<file path="config.mk">
export PLATFORM = sky130hd
export DESIGN_NAME = axi2apb_cmd_arb
export DESIGN_NICKNAME = d
export VERILOG_FILES = /design/src/rtl/axi2apb_cmd_arb.sv
export SDC_FILE = /design/constraint.sdc
export NUM_CORES = 1
export LEC_CHECK = 0
export BUFFER_PORTS_ARGS = -buffer_cell sky130_fd_sc_hd__buf_2
export CAP_MARGIN = 15
export CORE_UTILIZATION = 31
export CTS_BUF_LIST = sky130_fd_sc_hd__clkbuf_2
export CTS_CLUSTER_DIAMETER = 30
export DETAILED_ROUTE_END_ITERATION = 10
export HOLD_SLACK_MARGIN = 0.02
export PLACE_DENSITY_LB_ADDON = 0.15
export SYNTH_ARGS = -nofsm -noshare
export SYNTH_HDL_FRONTEND = slang
export SYNTH_SLANG_ARGS = --single-unit
export TNS_END_PERCENT = 50
</file>
<file path="constraint.sdc">
create_clock -name clk -period 1.6 [get_ports clk]
set_clock_uncertainty 0.2 [all_clocks]
set_input_delay 0.16 -clock clk [delete_from_list [all_inputs] [get_ports clk]]
set_output_delay 0.16 -clock clk [all_outputs]
set_load 0.03 [all_outputs]
</file>
<file path="src/rtl/axi2apb_cmd_arb.sv">
// Round-robin AW/AR command arbiter feeding a one-entry output slot in front of the bridge command FIFO.
// Optional write-data credit gating is enabled by defining CMD_ARB_WDATA_GATE_EN.
module axi2apb_cmd_arb #(
  parameter int ADDR_WIDTH   = 32,
  parameter int CREDIT_WIDTH = 5
) (
  input  logic                    clk,
  input  logic                    rst_n,
  input  logic [ADDR_WIDTH-1:0]   awaddr_i,
  input  logic [3:0]              awlen_i,
  input  logic [1:0]              awburst_i,
  input  logic                    awvalid_i,
  output logic                    awready_o,
  input  logic [ADDR_WIDTH-1:0]   araddr_i,
  input  logic [3:0]              arlen_i,
  input  logic [1:0]              arburst_i,
  input  logic                    arvalid_i,
  output logic                    arready_o,
  input  logic                    wpush_i,
  output logic                    cmd_valid_o,
  output logic [ADDR_WIDTH+6:0]   cmd_data_o,
  input  logic                    cmd_ready_i,
  output logic [CREDIT_WIDTH-1:0] wcredit_o,
  output logic                    credit_ovf_o,
  output logic                    last_grant_o
);

  localparam int CMD_W = ADDR_WIDTH + 7;

  typedef enum logic {
    EMPTY = 1'b0,
    FULL  = 1'b1
  } slot_state_t;

  slot_state_t      state, state_nxt;
  logic [CMD_W-1:0] cmd_q, cmd_nxt;
  logic             last_q, last_nxt;
  logic             slot_free;
  logic             aw_elig, ar_elig;
  logic             grant_aw, grant_ar;
  logic             aw_hs, ar_hs;

`ifdef CMD_ARB_WDATA_GATE_EN
  localparam int CMPW = (CREDIT_WIDTH > 5) ? CREDIT_WIDTH : 5;
  localparam logic [CREDIT_WIDTH-1:0] CREDIT_MAX = '1;

  logic [CREDIT_WIDTH-1:0] credit_q, credit_nxt;
  logic                    ovf_q, ovf_nxt;
  logic [4:0]              aw_beats;
  logic [CMPW-1:0]         credit_ext, beats_ext;

  assign aw_beats   = {1'b0, awlen_i} + 5'd1;
  assign credit_ext = CMPW'(credit_q);
  assign beats_ext  = CMPW'(aw_beats);
  assign aw_elig    = awvalid_i & (credit_ext >= beats_ext);

  // A granted burst always consumes at least one beat, so a simultaneous push cannot overflow.
  always_comb begin
    credit_nxt = credit_q;
    ovf_nxt    = ovf_q;
    if (wpush_i && !aw_hs && (credit_q == CREDIT_MAX)) begin
      ovf_nxt = 1'b1;
    end else begin
      credit_nxt = CREDIT_WIDTH'(credit_ext + CMPW'(wpush_i) - (aw_hs ? beats_ext : '0));
    end
  end

  always_ff @(posedge clk) begin
    if (!rst_n) begin
      credit_q <= '0;
      ovf_q    <= 1'b0;
    end else begin
      credit_q <= credit_nxt;
      ovf_q    <= ovf_nxt;
    end
  end

  assign wcredit_o    = credit_q;
  assign credit_ovf_o = ovf_q;
`else
  logic unused_wpush;

  assign unused_wpush = wpush_i;
  assign aw_elig      = awvalid_i;
  assign wcredit_o    = '0;
  assign credit_ovf_o = 1'b0;
`endif

  assign ar_elig   = arvalid_i;
  assign slot_free = (state == EMPTY) | cmd_ready_i;

  // On a tie the requester that did not win last time goes first.
  assign grant_aw = aw_elig & (~ar_elig | ~last_q);
  assign grant_ar = ar_elig & (~aw_elig |  last_q);

  assign aw_hs = rst_n & slot_free & grant_aw;
  assign ar_hs = rst_n & slot_free & grant_ar;

  assign awready_o = aw_hs;
  assign arready_o = ar_hs;

  always_comb begin
    state_nxt = state;
    cmd_nxt   = cmd_q;
    last_nxt  = last_q;
    if (aw_hs) begin
      state_nxt = FULL;
      cmd_nxt   = {1'b1, awburst_i, awlen_i, awaddr_i};
      last_nxt  = 1'b1;
    end else if (ar_hs) begin
      state_nxt = FULL;
      cmd_nxt   = {1'b0, arburst_i, arlen_i, araddr_i};
      last_nxt  = 1'b0;
    end else if ((state == FULL) && cmd_ready_i) begin
      state_nxt = EMPTY;
    end
  end

  always_ff @(posedge clk) begin
    if (!rst_n) begin
      state  <= EMPTY;
      cmd_q  <= '0;
      last_q <= 1'b0;
    end else begin
      state  <= state_nxt;
      cmd_q  <= cmd_nxt;
      last_q <= last_nxt;
    end
  end

  assign cmd_valid_o  = (state == FULL);
  assign cmd_data_o   = cmd_q;
  assign last_grant_o = last_q;

endmodule

</file>
---- Word-level counts from Yosys, hierarchy flattened ----
Cells that the tools add are included.
operators by class
  mux-type cells .......................... 7
  bitwise gates (word level) .............. 12
  reduce and logical (&&, ||, !) cells .... 3
operators by type and width
  cell               count
  $mux 39            2
  $and 1x1->1        5
  $mux 1             5
  $not 1->1          4
  $or 1x1->1         3
  $reduce_bool 3->1  1
  $reduce_bool 2->1  1
  $logic_and 1x1->1  1
word-level totals
  register bits after elaboration ......... 41
  input port bits ......................... 82
  output and inout bits ................... 49
  word-level logic and storage cells ...... 25

---- Logic depth before layout (Yosys ltp) ----
  depth after elaboration ................. 6
  mapped depth ............................ 6
  depth with buffers taken out ............ 3

---- Least setup slack after synthesis ----
Ideal clock, no wire load.
  path type ............................... reg2out
  start point ............................. reg state (netlist: cmd_valid_o)
  end point ............................... out arready_o
  arrival time ............................ 1.502 ns
  required time ........................... 1.240 ns
  slack ................................... -0.262 ns
  stages on the path, launching flop included .. 7
  path buffers ............................ 3
  cell sequence ........................... dfxtp_1 > nand2b_1 > buf_2 > buf_4 > buf_2 > nand2_1 > nor2_1
between the ends
  cells in the longest elaborated chain, start to end .. 4
RTL lines
  what                      line  RTL
  start: declaration        35    slot_state_t state, state_nxt;
  start signal: assignment  125   state <= state_nxt;
  $not 1->1                 90    assign slot_free = (state == EMPTY) | cmd_ready_i;
  $or 1x1->1                90
  $and 1x1->1 (2 in a row)  97    assign ar_hs = rst_n & slot_free & grant_ar;
  end: declaration          18    output logic arready_o,
Every way passes these cells.

==> metrics.yaml <==
pwr:
  pwr-share-clk_pct: 15.8
  p_leak_nw: 1.83
  seqPwrFrac_pct: 39.0
  peakVddDrop_v: 0.000322
  sw_frac_of_total_pct: 38.4
  p_int_mw: 1.78
  power.switching_mw: 1.11
  combPwrFrac_pct: 45.2
  p_per_area_mw_per_mm2: 635
sta:
  final_max_slew_viol_count: 0
  fin_tns_setup_ns: -0.702
  post-route-period-util_pct: 107
  worst_slack_ns: -0.120
  finalHoldViolations: 0
  tightest_slew_ns: 0.523
  finalSetupViolations: 28
  min_period_ns: 1.72
  rsz0062_at_grt: "yes"
  max_slew_margin_pct: 65.2
  fmax_mhz: 581
clock_network:
  cts_buffers: 5
  htree_levels: 2
  clkSinkCount: 40
  root_buffer: "clkbuf_2"
  clockBufferDepth: 2
  clkTransAtPathRegs_ns: 0.22
  cts_tree: "built"
  insertion_delay_ns: 0.41
placed_design:
  placed_area_mm2: 0.00318
  io_buffers: 123
  hpwl_um: 5290
  place_congestion: 0.739
global_route:
  grt_use_total_pct: 24.1
  grt_pass1_wl_um: 16100
  gr-usage-met2_pct: 42.7
  antenna_found_initial: 0
  grtUsageMet1_pct: 29.2
  grt_max_degree: 34
  grt_pass1_vias: 3270
  grt.overflow.total: 0
  gr-max-usage-layer: "met2"
  groute.layer.met3.usage_pct: 4.06
synthesis:
  syn-cell-area_mm2: 0.00240
  synth_cell_types: 24
  ys_seq_elements: 40
  seq_area_frac_synth_pct: 33.3
  netlist_instances: 262
  post-synth-top-area-cell: "dfxtp_1"
  syn_avg_cell_area_um2: 9.17
  synth_top_area_share_pct: 33.3
  ys_warn_count: 0
  synthTopCellsByArea: "dfxtp_1, a311oi_2, o31ai_1"
setup_path:
  r2r.worst_path.cells: 6
  cp.required_ns: 1.24
  cp_slowest_cell: "dfxtp_4"
  crit_chain: "a21bo_4 -> buf_12 -> nor2_4 -> buf_6"
  cp-end-kind: "output port"
  path_class: "reg -> out"
  start_kind: "flip-flop"
  cp_slowest_stage_delay_ns: 0.41
  cp_data_arrival_time_ns: 1.36
  cp_num_buf_inv: 2
  cp_top_family: "flip-flops"
  worstSetupPathDepth: 4
  cp_max_fo: 4
routing:
  drt_first_pass_iters: 4
  vias: 3184
  routedWlPerCell_um: 18.0
  drtIter0Drc: 175
  drc: 0
  antenna_left: 0
  vias_per_cell: 5.68
  wirelength_um: 10100
floorplan:
  dieHeight_um: 90.1
  fp.coreArea_mm2: 0.00737
  initial_core_util_pct: 32.6
  io_pins: 131
  die_area_mm2: 0.00811
  die_x_um: 90.1
  fp-row-count: 31
outcome:
  violations: "negative setup slack"
  status: "complete, but fails checks"
cells_and_area:
  diodes: 0
  syn2layout_area_growth_pct: 89.3
  nets: 544
  design_area_mm2: 0.00455
  drive_above_1_share_pct: 50.0
min_path:
  hp-class: "in -> reg"
  hold_path_depth: 3
job:
  cap_violations: 0
cells in the mapped netlist:
cell type	count
nand2b_1	1
nand2_1	1
nor2b_1	1
conb_1	1
nand4_1	38
a31oi_1	39
a21bo_2	1
buf_4	13
inv_2	1
a21boi_2	1
o211ai_1	1
dfxtp_1	40
nor2_1	2
o21ai_1	1
buf_6	3
a311oi_1	18
a311oi_2	20
clkbuf_1	27
o31ai_1	38
and3_4	1
inv_1	2
o21ai_0	1
or2_1	1
buf_2	10
per-stage QoR:
stage	hold WS (ns)	setup slack [ns]	util [%]	power, mW	std cells
after floorplan	0.117	0.0137	-	1.77	267
after global placement	0.241	-0.0257	43.2	2.08	460
after detailed placement	0.249	-0.0327	43.2	2.08	460
after CTS	0.0370	-0.150	58.6	2.79	553
after global routing	0.0229	-0.192	61.7	3.04	561
final	0.0333	-0.120	61.7	2.89	561
placed cells by master (no fill, tap or decap), types with 2 or more instances in the layout:
cell | netlist | layout
clkbuf_2 | 0 | 6
a31oi_1 | 39 | 39
nor2_4 | 0 | 2
o21ai_1 | 1 | 2
a311oi_2 | 20 | 24
inv_1 | 2 | 2
buf_6 | 3 | 5
buf_2 | 10 | 121
o31ai_4 | 0 | 11
buf_12 | 0 | 8
o31ai_1 | 38 | 12
buf_4 | 13 | 21
nand4_1 | 38 | 38
clkbuf_16 | 0 | 4
dfxtp_1 | 40 | 38
dlygate4sd3_1 | 0 | 78
a311oi_1 | 18 | 14
conb_1 | 1 | 6
o31ai_2 | 0 | 15
power by group through the flow:
stage	registers (mW)	clock network (mW)	logic, mW
floorplan	1.31	0	0.460
global placement	1.15	0	0.933
detailed placement	1.15	0	0.934
CTS	1.13	0.467	1.20
global route	1.14	0.515	1.38
finish	1.13	0.456	1.31
worst min-delay path: stages:
cell and delay, ns:
buf_2 0.15, inv_2 0.25, a311oi_2 0.06
metal layers:
layer	part of all wire (%)	wire length (um)
met3	6.1	619
met5	0	0
met4	2.0	207
met2	50	5050
met1	42	4220
final cells by class:
class,instances,area (um2)
inverters,3,11.3
repair buffers,240,1940
fillers,632,2820
flip-flops and latches,40,806
well taps,99,124
clock inverters,1,5.00
clock buffers,6,30.0
multi-input cells,172,1640
path summary, 6_finish.rpt:
kind                                 endpoint                        start  slack [ns]
setup / recovery                    awready_o  cmd_data_o[38]$_SDFFE_PN0P_       -0.12
setup reg to reg   cmd_data_o[6]$_SDFFE_PN0P_  cmd_data_o[38]$_SDFFE_PN0P_       -0.05
hold reg to reg   cmd_data_o[22]$_SDFFE_PN0P_  cmd_data_o[22]$_SDFFE_PN0P_        0.35
hold / removal    cmd_data_o[18]$_SDFFE_PN0P_                        rst_n        0.03
cells by family after synthesis:
family | after synthesis | synth area share, %
AOI/OAI and AO/OA | 120 | 42.7
buffers and inverters | 56 | 12.2
and+or+nand+nor | 45 | 11.6
DFF | 40 | 33.3
other | 1 | 0.156
repair_timing:
action                                 4_1_cts  5_1_grt
endpoints found under the hold margin       40        0
hold buffers                                78        0
setup buffers                                5        3
setup endpoints to repair                   17       40
resized for setup                           39       16
pin swaps                                    3       77
cloned                                       3        5
state kept, by name (all words and copies together) (netlist names):
| register | count |
|---|---|
| cmd_valid_o | 1 |
| cmd_data_o | 39 |
(Power assumes the default switching activity.)
